--- src/rtl/sram_pkg.sv ---
// rtl/sram_pkg.sv - shared FSM encoding, default widths and test pattern for the SRAM BIST master
package sram_pkg;

   // Test sequencing states; WRI/RDI are only reachable with SRAM_BIST_INV_PASS_EN
   typedef enum logic [2:0] {
      IDLE = 3'd0,
      WR   = 3'd1,
      RD   = 3'd2,
      WRI  = 3'd3,
      RDI  = 3'd4,
      DONE = 3'd5
   } state_t;

   localparam int DEF_ADDR_W   = 16;
   localparam int DEF_DATA_W   = 16;
   localparam int DEF_DEPTH    = 2048;
   localparam int DEF_TIMEOUT  = 16;
   localparam int DEF_ERRCNT_W = 8;

   // Pattern is computed at this width and truncated by the caller to its data width
   localparam int PAT_W = 32;

   // Word stored at addr: addr+1, bitwise inverted for the inverted sweep
   function automatic logic [PAT_W-1:0] pat(input logic [PAT_W-1:0] addr, input logic inv);
      logic [PAT_W-1:0] p;
      p = addr + PAT_W'(1);
      return inv ? ~p : p;
   endfunction

endpackage

--- src/rtl/sram_bist_checker.sv ---
// rtl/sram_bist_checker.sv - read compare, error fold-in, saturating error count, first-fail capture
import sram_pkg::*;

module sram_bist_checker #(
   parameter int ADDR_W   = DEF_ADDR_W,
   parameter int DATA_W   = DEF_DATA_W,
   parameter int ERRCNT_W = DEF_ERRCNT_W
) (
   input  logic                clk,
   input  logic                rst,
   input  logic                clear,
   input  logic                rd_xfer,
   input  logic                any_xfer,
   input  logic                error,
   input  logic [DATA_W-1:0]   rdata,
   input  logic [DATA_W-1:0]   expected,
   input  logic [ADDR_W-1:0]   addr,
   input  logic                tmo,
   output logic [ADDR_W-1:0]   fail_addr,
   output logic [DATA_W-1:0]   fail_data,
   output logic [ERRCNT_W-1:0] err_cnt
);

   logic have_fail;
   logic mismatch;
   logic bad;

   // A faulty transfer is counted once, whether it mismatched, errored, or both
   assign mismatch = rd_xfer & (rdata != expected);
   assign bad      = mismatch | (any_xfer & error);

   // Saturating error counter and capture of the first failure (error/timeout records zero data)
   always_ff @(posedge clk or negedge rst) begin
      if (!rst) begin
         have_fail <= 1'b0;
         fail_addr <= '0;
         fail_data <= '0;
         err_cnt   <= '0;
      end else if (clear) begin
         have_fail <= 1'b0;
         fail_addr <= '0;
         fail_data <= '0;
         err_cnt   <= '0;
      end else begin
         if (bad && (err_cnt != '1)) begin
            err_cnt <= err_cnt + ERRCNT_W'(1);
         end
         if (bad && !have_fail) begin
            have_fail <= 1'b1;
            fail_addr <= addr;
            fail_data <= error ? '0 : rdata;
         end else if (tmo && !have_fail) begin
            have_fail <= 1'b1;
            fail_addr <= addr;
            fail_data <= '0;
         end
      end
   end

endmodule

--- src/rtl/sram_bist_master.sv ---
// rtl/sram_bist_master.sv - SRAM BIST initiator (fill + readback), inverted pass under SRAM_BIST_INV_PASS_EN
import sram_pkg::*;

module sram_bist_master #(
   parameter int ADDR_W   = DEF_ADDR_W,
   parameter int DATA_W   = DEF_DATA_W,
   parameter int DEPTH    = DEF_DEPTH,
   parameter int TIMEOUT  = DEF_TIMEOUT,
   parameter int ERRCNT_W = DEF_ERRCNT_W
) (
   input  logic                clk,
   input  logic                rst,
   input  logic                start,
   output logic                busy,
   output logic                done,
   output logic                pass,
   output logic                timeout,
   output logic [ADDR_W-1:0]   fail_addr,
   output logic [DATA_W-1:0]   fail_data,
   output logic [ERRCNT_W-1:0] err_cnt,
   output logic [ADDR_W-1:0]   m_addr,
   output logic [DATA_W-1:0]   m_wdata,
   output logic                m_write,
   output logic                m_valid,
   input  logic                m_ready,
   input  logic                m_error,
   input  logic [DATA_W-1:0]   m_rdata
);

   // Wait counter holds 0..TIMEOUT-1 stalled cycles of the current request
   localparam int WAIT_W = (TIMEOUT > 2) ? $clog2(TIMEOUT) : 1;
   localparam logic [ADDR_W-1:0] LAST_ADDR = ADDR_W'(DEPTH - 1);
   localparam logic [WAIT_W-1:0] WAIT_MAX  = WAIT_W'(TIMEOUT - 1);

   state_t             state_q, state_d, phase_next;
   logic [ADDR_W-1:0]  addr_q, addr_d;
   logic [WAIT_W-1:0]  wait_q, wait_d;
   logic               timeout_q, timeout_d;
   logic               active, write_ph, inv_ph, clear;
   logic               tmo_hit;
   logic [DATA_W-1:0]  exp_data;

`ifdef SRAM_BIST_INV_PASS_EN
   assign active   = (state_q == WR) || (state_q == RD) || (state_q == WRI) || (state_q == RDI);
   assign write_ph = (state_q == WR) || (state_q == WRI);
   assign inv_ph   = (state_q == WRI) || (state_q == RDI);
`else
   assign active   = (state_q == WR) || (state_q == RD);
   assign write_ph = (state_q == WR);
   assign inv_ph   = 1'b0;
`endif

   assign clear    = start && ((state_q == IDLE) || (state_q == DONE));
   assign tmo_hit  = active && !m_ready && (wait_q == WAIT_MAX);
   assign exp_data = DATA_W'(pat(PAT_W'(addr_q), inv_ph));

   // Request outputs are forced to zero whenever no request is outstanding
   assign m_valid = active;
   assign m_write = write_ph;
   assign m_addr  = active ? addr_q : '0;
   assign m_wdata = write_ph ? exp_data : '0;
   assign busy    = active;
   assign done    = (state_q == DONE);
   assign timeout = timeout_q;
   assign pass    = done && (err_cnt == '0) && !timeout_q;

   // Phase that follows the last transfer of the current sweep
   always_comb begin
      phase_next = DONE;
      case (state_q)
         WR:      phase_next = RD;
`ifdef SRAM_BIST_INV_PASS_EN
         RD:      phase_next = WRI;
         WRI:     phase_next = RDI;
`endif
         default: phase_next = DONE;
      endcase
   end

   // Next-state: address stepping, stall counting and timeout abort
   always_comb begin
      state_d   = state_q;
      addr_d    = addr_q;
      wait_d    = wait_q;
      timeout_d = timeout_q;
      case (state_q)
         IDLE, DONE: begin
            if (start) begin
               state_d   = WR;
               addr_d    = '0;
               wait_d    = '0;
               timeout_d = 1'b0;
            end
         end
`ifdef SRAM_BIST_INV_PASS_EN
         WR, RD, WRI, RDI: begin
`else
         WR, RD: begin
`endif
            if (m_ready) begin
               wait_d = '0;
               if (addr_q == LAST_ADDR) begin
                  addr_d  = '0;
                  state_d = phase_next;
               end else begin
                  addr_d = addr_q + ADDR_W'(1);
               end
            end else if (tmo_hit) begin
               state_d   = DONE;
               timeout_d = 1'b1;
               wait_d    = '0;
            end else begin
               wait_d = wait_q + WAIT_W'(1);
            end
         end
         default: state_d = IDLE;
      endcase
   end

   // State register; reset drops the request immediately and abandons any test
   always_ff @(posedge clk or negedge rst) begin
      if (!rst) begin
         state_q   <= IDLE;
         addr_q    <= '0;
         wait_q    <= '0;
         timeout_q <= 1'b0;
      end else begin
         state_q   <= state_d;
         addr_q    <= addr_d;
         wait_q    <= wait_d;
         timeout_q <= timeout_d;
      end
   end

   sram_bist_checker #(
      .ADDR_W   (ADDR_W),
      .DATA_W   (DATA_W),
      .ERRCNT_W (ERRCNT_W)
   ) u_checker (
      .clk       (clk),
      .rst       (rst),
      .clear     (clear),
      .rd_xfer   (active && m_ready && !write_ph),
      .any_xfer  (active && m_ready),
      .error     (m_error),
      .rdata     (m_rdata),
      .expected  (exp_data),
      .addr      (addr_q),
      .tmo       (tmo_hit),
      .fail_addr (fail_addr),
      .fail_data (fail_data),
      .err_cnt   (err_cnt)
   );

endmodule

--- config.mk ---
export PLATFORM = sky130hd
export DESIGN_NAME = sram_bist_master
export DESIGN_NICKNAME = d
export VERILOG_FILES = /design/src/rtl/sram_pkg.sv /design/src/rtl/sram_bist_checker.sv /design/src/rtl/sram_bist_master.sv
export SDC_FILE = /design/constraint.sdc
export NUM_CORES = 1
export LEC_CHECK = 0
export ABC_AREA = 0
export ABC_CLOCK_PERIOD_IN_PS = 3500
export CAP_MARGIN = 10
export CELL_PAD_IN_SITES_DETAIL_PLACEMENT = 0
export CELL_PAD_IN_SITES_GLOBAL_PLACEMENT = 1
export CORE_AREA = 2 2 106 108
export CTS_BUF_LIST = sky130_fd_sc_hd__clkbuf_8
export DETAILED_ROUTE_END_ITERATION = 10
export DIE_AREA = 0 0 108 110
export PLACE_DENSITY = 0.79
export SLEW_MARGIN = 20
export SYNTH_ARGS = -nofsm -noshare
export SYNTH_HDL_FRONTEND = slang
export SYNTH_HIERARCHICAL = 1
export SYNTH_SLANG_ARGS = --single-unit
--- constraint.sdc ---
create_clock -name clk -period 3.5 [get_ports clk]
set_input_delay 0.35 -clock clk [delete_from_list [all_inputs] [get_ports clk]]
set_output_delay 0.35 -clock clk [all_outputs]
set_load 0.05 [all_outputs]
; ---- Word level (Yosys, flattened, before mapping)
; Cells that the tools add are included.
[op_classes]
add_sub_neg = 4
eq_ne = 13
n_mux = 32
bitwise = 3
reduce_logical = 27
[op_table]
columns = op, count
row1 = $mux 16, 12
row2 = $add 16x1->16 const B, 2
row3 = $pmux 16 s2, 1
row4 = $eq 16x11->1 const B, 1
row5 = $mux 8, 2
row6 = $ne 16x16->1, 1
row7 = $mux 3, 5
row8 = $mux 4, 3
row9 = $logic_and 1x1->1, 10
row10 = $add 8x1->8 const B, 1
row11 = $logic_not 8->1, 1
row12 = $ne 8x8->1 const B, 1
row13 = $pmux 4 s2, 1
row14 = $mux 1, 6
row15 = $ne 2x2->1 const B, 3
row16 = $pmux 3 s2, 1
row17 = $reduce_and 3->1, 2
row18 = $add 4x1->4 const B, 1
row19 = $eq 4x4->1 const B, 1
row20 = $logic_not 1->1, 4
row21 = $reduce_and 4->1, 1
row22 = $reduce_bool 2->1, 2
row23 = $reduce_or 2->1, 2
row24 = $eq 3x1->1 const B, 1
row25 = 12 further kinds, 14
[totals]
out_inout_bits = 78
inputBits = 21
register_bits = 65

; ---- Longest topological paths before layout
; Gate-level depths: netlist of run 1.
[logic_depth]
depth_word = 9
ltp_mapped = 13

; ---- By module
; The synthesis of run 1 kept the hierarchy.
[by_module_without_submodules]
columns = module, cells_per_inst, area_per_inst_um2, instances
row1 = sram_bist_checker, 233, 2272.2, 1
row2 = sram_bist_master, 218, 1804.2, 1

; ---- Least setup slack after synthesis of run 1
; OpenSTA, ideal clock, no wires.
[synth_timing]
path_type = register to output
startpoint = register state_q[0]
endpoint = output pass
t_arrival_ns = 2.901
n_path_buf = 1
slack_ns = 0.249
stages_incl_launch_ff = 6
cell_sequence = dfrtp_1 -> buf_2 -> nand2b_1 -> nor2_1 -> nand2_1 -> nor4_1
[synth_between]
elab_chain_cells = 3
[synth_lines]
columns = item, line_no
row1 = "start, declared", sram_bist_master.sv:35  ; state_t state_q, state_d, phase_next;
row2 = "start signal, assigned", sram_bist_master.sv:128  ; state_q <= state_d;
row3 = $eq 3x3->1, sram_bist_master.sv:63  ; assign done = (state_q == DONE);
row4 = named net done, sram_bist_master.sv:15  ; output logic done,
row5 = $logic_and 1x1->1 (2 in series), sram_bist_master.sv:65  ; assign pass = done && (err_cnt == '0) && !timeout_q;
row6 = "end, declared", sram_bist_master.sv:16  ; output logic pass,
; The timed path passes the listed nets, and every way through them passes these cells.

; ---- Worst setup path after layout of run 1
[layout_timing]
startpoint = register addr_q[2]
endpoint = output m_wdata[11]
[layout_between]
elab_chain_cells = 2
[layout_lines]
columns = item, line_no
row1 = "start, declared", sram_bist_master.sv:36  ; logic [ADDR_W-1:0] addr_q, addr_d;
row2 = "start signal, assigned", sram_bist_master.sv:129  ; addr_q <= addr_d;
row3 = $add 16x1->16, sram_pkg.sv:26  ; p = addr + PAT_W'(1);
row4 = named net exp_data[11], sram_bist_master.sv:41  ; logic [DATA_W-1:0] exp_data;
row5 = $mux 16, sram_bist_master.sv:61  ; assign m_wdata = write_ph ? exp_data : '0;
row6 = "end, declared", sram_bist_master.sv:22  ; output logic [DATA_W-1:0] m_wdata,
; The timed path passes the listed nets, and every way through them passes these cells.

==> results of run 1 <==
==> routing by layer <==
layer,up-vias,global-route usage (%),wire length (um)
li1,1806,-,-
met1,1756,30.27,5602
met2,133,31.04,5254
met3,17,3.469,737
met4,0,8.242,207
met5,-,0,0
==> through the flow <==
step	area (sq um)	hold slack [ns]	total power [mW]
floorplan	4076	0.05441	2.506
global placement	5211	0.3486	3.076
detailed placement	5211	0.3449	3.084
CTS	5435	0.5073	3.797
global route	5466	0.5143	4.064
finish	5466	0.4871	3.824
==> state kept, by name, indices dropped and copies added (netlist names) <==
register / count
timeout: 1
u_checker/err_cnt: 8
u_checker/have_fail: 1
wait_q: 4
u_checker/fail_data: 16
u_checker/fail_addr: 16
state_q: 3
addr_q: 16
==> area by class of cell <==
cell class	instances	area [sq um]	share of cell area (%)
timing repair buffer	118	1144	20.92
tap	140	175.2	3.204
multi-input combinational	344	2247	41.11
sequential	65	1627	29.76
clock buffer	13	178.9	3.273
inverter	16	60.06	1.099
clock inverter	2	35.03	0.6409
==> cell usage in the layout, fill, tap and decap left out, types with 2 or more instances in the layout <==
master / n
a211oi_1: 4
a21oi_1: 12
a22o_1: 20
a31oi_1: 10
and2_1: 19
and3_1: 3
buf_4: 18
clkbuf_8: 13
clkdlybuf4s50_1: 96
dfrtp_1: 65
ha_1: 3
inv_1: 16
mux2_2: 5
mux2i_1: 2
nand2_1: 46
nand2b_1: 7
nand3_1: 24
nand4_1: 23
nor2_1: 31
nor2_4: 2
nor2b_1: 9
nor3_1: 6
nor3_2: 2
nor3b_1: 15
o21ai_0: 32
o21ai_1: 2
or3_1: 5
or4_1: 3
xnor2_1: 21
xor2_1: 8
xor2_2: 2
==> cells by family after synthesis <==
logic type	Yosys count	synth area share, %
AND/OR/NAND/NOR	208	28.70
XOR/XNOR	32	7.428
multiplexers	8	2.148
adder cells (fa/ha/maj)	3	0.9209
AO/OA/AOI/OAI	93	15.78
flip-flops	65	39.90
buffers and inverters	42	5.126
==> power by group through the flow <==
stage | registers [mW] | clock network (mW) | logic [mW]
finish | 1.06 | 0.702 | 2.06
floorplan | 1.25 | 0 | 1.26
global placement | 1.06 | 0 | 2.01
global route | 1.08 | 0.752 | 2.23
CTS | 1.06 | 0.714 | 2.03
detailed placement | 1.07 | 0 | 2.01
==> how the worst max path moves through the flow <==
| stage | start | end | slack (ns) | cells past startpoint |
|---|---|---|---|---|
| finish | addr_q[2] | m_wdata[11] | 0.27 | 6 |
| global route | addr_q[1] | u_checker/fail_addr[4] | 0.01 | 10 |
| CTS | addr_q[1] | u_checker/err_cnt[0] | 0.02 | 10 |
| detailed placement | addr_q[1] | u_checker/err_cnt[0] | 0.04 | 10 |
| global placement | addr_q[1] | u_checker/err_cnt[0] | 0.19 | 10 |
| floorplan | state_q[0] | pass | 0.25 | 5 |
==> worst max-delay path: cells and delay by family, from the launching register on <==
kind | cells | cell delay (ns)
xor+xnor | 1 | 0.16
buf+inv | 1 | 0.82
flops | 1 | 0.50
simple gates | 4 | 1.02
==> timing repair <==
| item | 4_1_cts | 5_1_grt |
|---|---|---|
| setup endpoints to repair | 0 | 40 |
| resized for setup | 0 | 2 |
| endpoints found under the hold margin | 21 | 0 |
| buffers inserted | 0 | 2 |
| hold buffers | 1 | 0 |
==> results_dict.tcl, run 1 <==
set metrics [dict create \
    outcome "finished clean" \
    core_sq_um 10700 \
    syn_nets 475 \
    cts_root_buffer "clkbuf_8" \
    synth-seq-cells 65 \
    p_int_mw 1.962 \
    totalWireLength_um 11800 \
    switchingPower_mw 1.861 \
    power_leakage_nw 2.303 \
    die_area_sq_um 11880 \
    cts_tree "done" \
    synth_area_leaders "dfrtp_1 40%, xnor2_1 4.5%, a22o_1 4.3%" \
    drv_slew 0 \
    finalCriticalPeriod_ns 3.230 \
    drive_gt1_share_pct 10.75 \
    detail-route-antenna-nets 0 \
    io_buffers 98 \
    fmax_mhz 309.6 \
    swShare_pct 48.68 \
    relSlewSlack_pct 56.69 \
    start_util_pct 38.11 \
    grtUsageTotal_pct 20.86 \
    vias 3712 \
    synthDistinctLibCells 59 \
    crit_path_max_fanout 8 \
    cap_violations 0 \
    rsz0062_at_grt "false" \
    cts_max_path_buffers 2 \
    synthCells 451 \
    p_seq_share_pct 27.7 \
    clock_power_share_pct 18.4 \
    hold_viol_final 0 \
    required_ns 3.15 \
    final_core_util_pct 51.10 \
    ys_warn_count 6 \
    htree_levels 3 \
    crit_type "flop to primary output" \
    finalClockSkew_ns 0.008201 \
    regToRegSetupSlack_ns 0.27 \
    clk_pin_slew_ns 0.07 \
    instances_no_fill 698 \
    p_comb_share_pct 54.0 \
    powerDensity_nw_per_um2 699.5 \
    worst_setup_path_end_kind "primary output" \
    routedWlPerCell_um 16.91 \
    die_y_um 110 \
    synth_ff_type "dfrtp_1" \
    drc_errors 0 \
    dp.cells 680 \
    fillers 1039 \
    min_path_type "primary input to asynchronous set/reset pin" \
    critPathMaxStageDelay_ns 0.82 \
    cts_inserted_buffers 9 \
    fin_crit_sh_pct 92.28 \
    cts.sinks 65 \
    ios 99 \
    setup_slack_ns 0.2702 \
    yosysMostFrequentCell "dfrtp_1" \
    drtIter0Drc 133 \
    seq_area_frac_synth_pct 39.90 \
    setup_viol 0 \
    avgSynthCellArea_sq_um 9.039 \
    overflow 0 \
    cp_slowest_cell "clkdlybuf4s50_1" \
    syn_area_sq_um 4076 \
    worst_pin_slew_ns 0.6489 \
    start_kind "flop" \
    clk_latency_ns 0.36 \
    grt_pass1_wl_um 19230 \
    syn_to_final_growth_pct 34.10 \
    arrival_ns 2.88 \
    grt_pass1_vias 3623 \
    fin_setup_tns_ns 0 \
    synthTopCellsByCount "65 x dfrtp_1, 46 x nand2_1, 32 x o21ai_0, 31 x nor2_1, 24 x nand3_1" \
    grt_max_degree 45 \
    row_count 38 \
    fin_nets 578 \
    synth-async-reset-ratio_pct 100.0 \
    worstPathCellList "nand3_2, or3_1, nor2_4, xor2_2, and2_1, clkdlybuf4s50_1" \
    post-dp-hpwl_um 8600 \
    r2r_end "u_checker/fail_addr[13]" \
    gp_congestion 0.8920 \
    synth_edf_count 0 \
    dp_slack_ns 0.03917 \
    antenna_found_initial 0 \
    avgViaCountPerCell 5.318 \
    ir_drop_mv 0.6062 \
    r2r_start "addr_q[1]" \
    yosys.area.top_type "dfrtp_1" \
    die_x_um 108 \
    yosysTopAreaCellShare_pct 39.90 \
    dr.pass1.iters 4 \
    antenna_cells 0 \
    r2r_cells 10 \
]
No activity file was read; power rests on OpenSTA's default activity.
==> inputs of run 2 (changes only) <==
--- a/config.mk
+++ b/config.mk
@@ -6,15 +6,15 @@
 export NUM_CORES = 1
 export LEC_CHECK = 0
 export ABC_AREA = 0
-export ABC_CLOCK_PERIOD_IN_PS = 3500
+export ABC_CLOCK_PERIOD_IN_PS = 2900
 export CAP_MARGIN = 10
 export CELL_PAD_IN_SITES_DETAIL_PLACEMENT = 0
 export CELL_PAD_IN_SITES_GLOBAL_PLACEMENT = 1
-export CORE_AREA = 2 2 106 108
+export CORE_AREA = 2 2 111 113
 export CTS_BUF_LIST = sky130_fd_sc_hd__clkbuf_8
 export DETAILED_ROUTE_END_ITERATION = 10
-export DIE_AREA = 0 0 108 110
-export PLACE_DENSITY = 0.79
+export DIE_AREA = 0 0 113 115
+export PLACE_DENSITY = 0.75
 export SLEW_MARGIN = 20
 export SYNTH_ARGS = -nofsm -noshare
 export SYNTH_HDL_FRONTEND = slang
==> constraint.sdc (replaced) <==
create_clock -name clk -period 2.9 [get_ports clk]
set_input_delay 0.29 -clock clk [delete_from_list [all_inputs] [get_ports clk]]
set_output_delay 0.29 -clock clk [all_outputs]
set_load 0.05 [all_outputs]
==> run 2 against run 1 <==
  * The run now ends with DRC, hold timing, setup timing left
  * Register-to-register slack lost 0.29 ns
  * Clock skew grew 0.0019 ns
  * Sequential power grew 19%
  * Largest power group unchanged
==> results_dict.tcl, run 2 (synthesized netlist as in run 1, its figures left out) <==
set metrics [dict create \
    grtUsageTotal_pct 20.16 \
    multiInputGateArea_sq_um 2404 \
    post-dp-hpwl_um 9410 \
    drive_gt1_share_pct 24.11 \
    regToRegSetupSlack_ns -0.02 \
    final_area_sq_um 5914 \
    setup_slack_ns -0.01717 \
    ir_drop_mv 0.5764 \
    worst_setup_path_end_kind "flop" \
    totalWireLength_um 12900 \
    regArea_sq_um 1627 \
    relSlewSlack_pct 43.73 \
    finalCriticalPeriod_ns 2.917 \
    clk_latency_ns 0.36 \
    hold_viol_final 15 \
    fin_crit_sh_pct 100.6 \
    cts_max_path_buffers 2 \
    die_y_um 115 \
    arrival_ns 3.16 \
    die_x_um 113 \
    io_buffers 98 \
    cts_hold_buf 0 \
    gp_congestion 0.8328 \
    cts_root_buffer "clkbuf_8" \
    routedWlPerCell_um 17.43 \
    antenna_cells 0 \
    vias 3882 \
    fin_nets 613 \
    mostFrequentLayoutCells "70 x clkdlybuf4s50_1, 68 x buf_4, 65 x dfrtp_1" \
    antenna_found_initial 0 \
    mostFrequentLayoutCell "clkdlybuf4s50_1" \
    rsz0062_at_grt "true" \
    placed_cell_area_sq_um 5474 \
    drv_slew 0 \
    cap_violations 0 \
    setup_viol 2 \
    powerDensity_nw_per_um2 819.7 \
    overflow 0 \
    cts_inserted_buffers 9 \
    drtIter0Drc 215 \
    fmax_mhz 342.8 \
    clk_pin_slew_ns 0.08 \
    dr.pass1.iters 8 \
    violations "DRC, hold timing, setup timing" \
    power_leakage_nw 2.638 \
    required_ns 3.15 \
    cts.sinks 65 \
    r2r_start "addr_q[1]" \
    row_count 40 \
    crit_type "flop to flop" \
    outcome "finished, violations left" \
    grt_pass1_wl_um 20660 \
    drc_errors 12 \
    reg_top3 "addr_q: 16 flops, u_checker/fail_addr: 16 flops, u_checker/fail_data: 16 flops" \
    cts_tree "done" \
    min_path_type "primary input to asynchronous set/reset pin" \
    core_sq_um 11810 \
    start_kind "flop" \
    timing.hold.ws_ns -0.007923 \
    grt_pass1_vias 3873 \
    grt_max_degree 37 \
    fillers 1125 \
    r2r_cells 13 \
    syn_to_final_growth_pct 45.09 \
    ios 99 \
    worst_pin_slew_ns 0.8440 \
    finalClockSkew_ns 0.01011 \
    crit_path_max_fanout 8 \
    die_area_sq_um 13000 \
    avgViaCountPerCell 5.246 \
    r2r_end "u_checker/fail_addr[4]" \
    start_util_pct 34.51 \
    htree_levels 3 \
    detail-route-antenna-nets 0 \
]
-- run 2: cell count changes in the layout (fill, tap and decap cells not counted), moves of 4 or more --
cell,change
o21ai_2,+7
xor2_2,+4
xnor2_1,-4
o21ai_1,+6
o21ai_0,-14
clkdlybuf4s50_1,-26
buf_12,+4
buf_4,+50
xnor2_2,+4
xor2_1,-4
-- run 2: critical path: stages (launching register included) --
cell     delay [ns]
dfrtp_1        0.39
ha_2           0.19
nand4_1        0.17
nor2_4         0.20
nand2_1        0.11
xor2_2         0.15
inv_1          0.08
xnor2_1        0.18
nand4_1        0.15
buf_6          0.16
o41a_1         0.52
buf_12         0.21
o21ai_0        0.19
nand3_1        0.10
-- run 2: metal layers --
metal	wire length [um]	GRT usage (%)	part of all wire, %
met1	5858	27.75	45
met2	5981	32.30	46
met3	830	4.006	6.4
met5	0	0	0
met4	230	6.179	1.8
-- run 2: how the worst max path moves through the flow --
stage | slack (ns) | endpoint | cells after the start | start
6_report | -0.02 | u_checker/fail_addr[4] | 13 | addr_q[1]
5_1_grt | -0.16 | u_checker/fail_addr[15] | 13 | addr_q[0]
4_1_cts | 0.01 | m_wdata[6] | 8 | addr_q[0]
3_5_place_dp | -0.12 | u_checker/err_cnt[7] | 10 | addr_q[0]
3_3_place_gp | -0.07 | u_checker/err_cnt[7] | 10 | addr_q[0]
2_1_floorplan | 0.04 | u_checker/err_cnt[7] | 10 | addr_q[0]
-- run 2: repair_timing --
item	in CTS	in global routing
buffers inserted	1	4
hold endpoints to repair	0	0
setup endpoints to repair	37	44
cloned	0	1
gates resized for setup	5	48
pin swaps	2	27
-- run 2: area by class of cell --
class | count | area share, %
repair buffers | 153 | 24.18
multi-input cells | 344 | 40.64
clock inverters | 5 | 1.227
inverters | 16 | 1.015
flip-flops and latches | 65 | 27.50
well taps | 147 | 3.110
clock buffers | 10 | 2.327
-- run 2: power by group --
part,switching (mW),total (mW),leakage (nW),internal [mW]
Clock,0.375,0.871,0.115,0.496
Combinational,1.78,2.72,1.63,0.936
Sequential,0.205,1.26,0.895,1.05
-- run 2: through the flow --
stage	power (mW)	util (%)	setup TNS, ns	setup slack [ns]	instances
after floorplan	3.027	-	0	0.03961	451
after global placement	3.885	46.35	-0.07800	-0.07099	719
after detailed placement	3.917	46.35	-0.5002	-0.1227	719
after CTS	4.790	48.23	0	0.01182	735
after global routing	5.133	50.07	-4.728	-0.1622	740
final	4.848	50.07	-0.02117	-0.01717	740
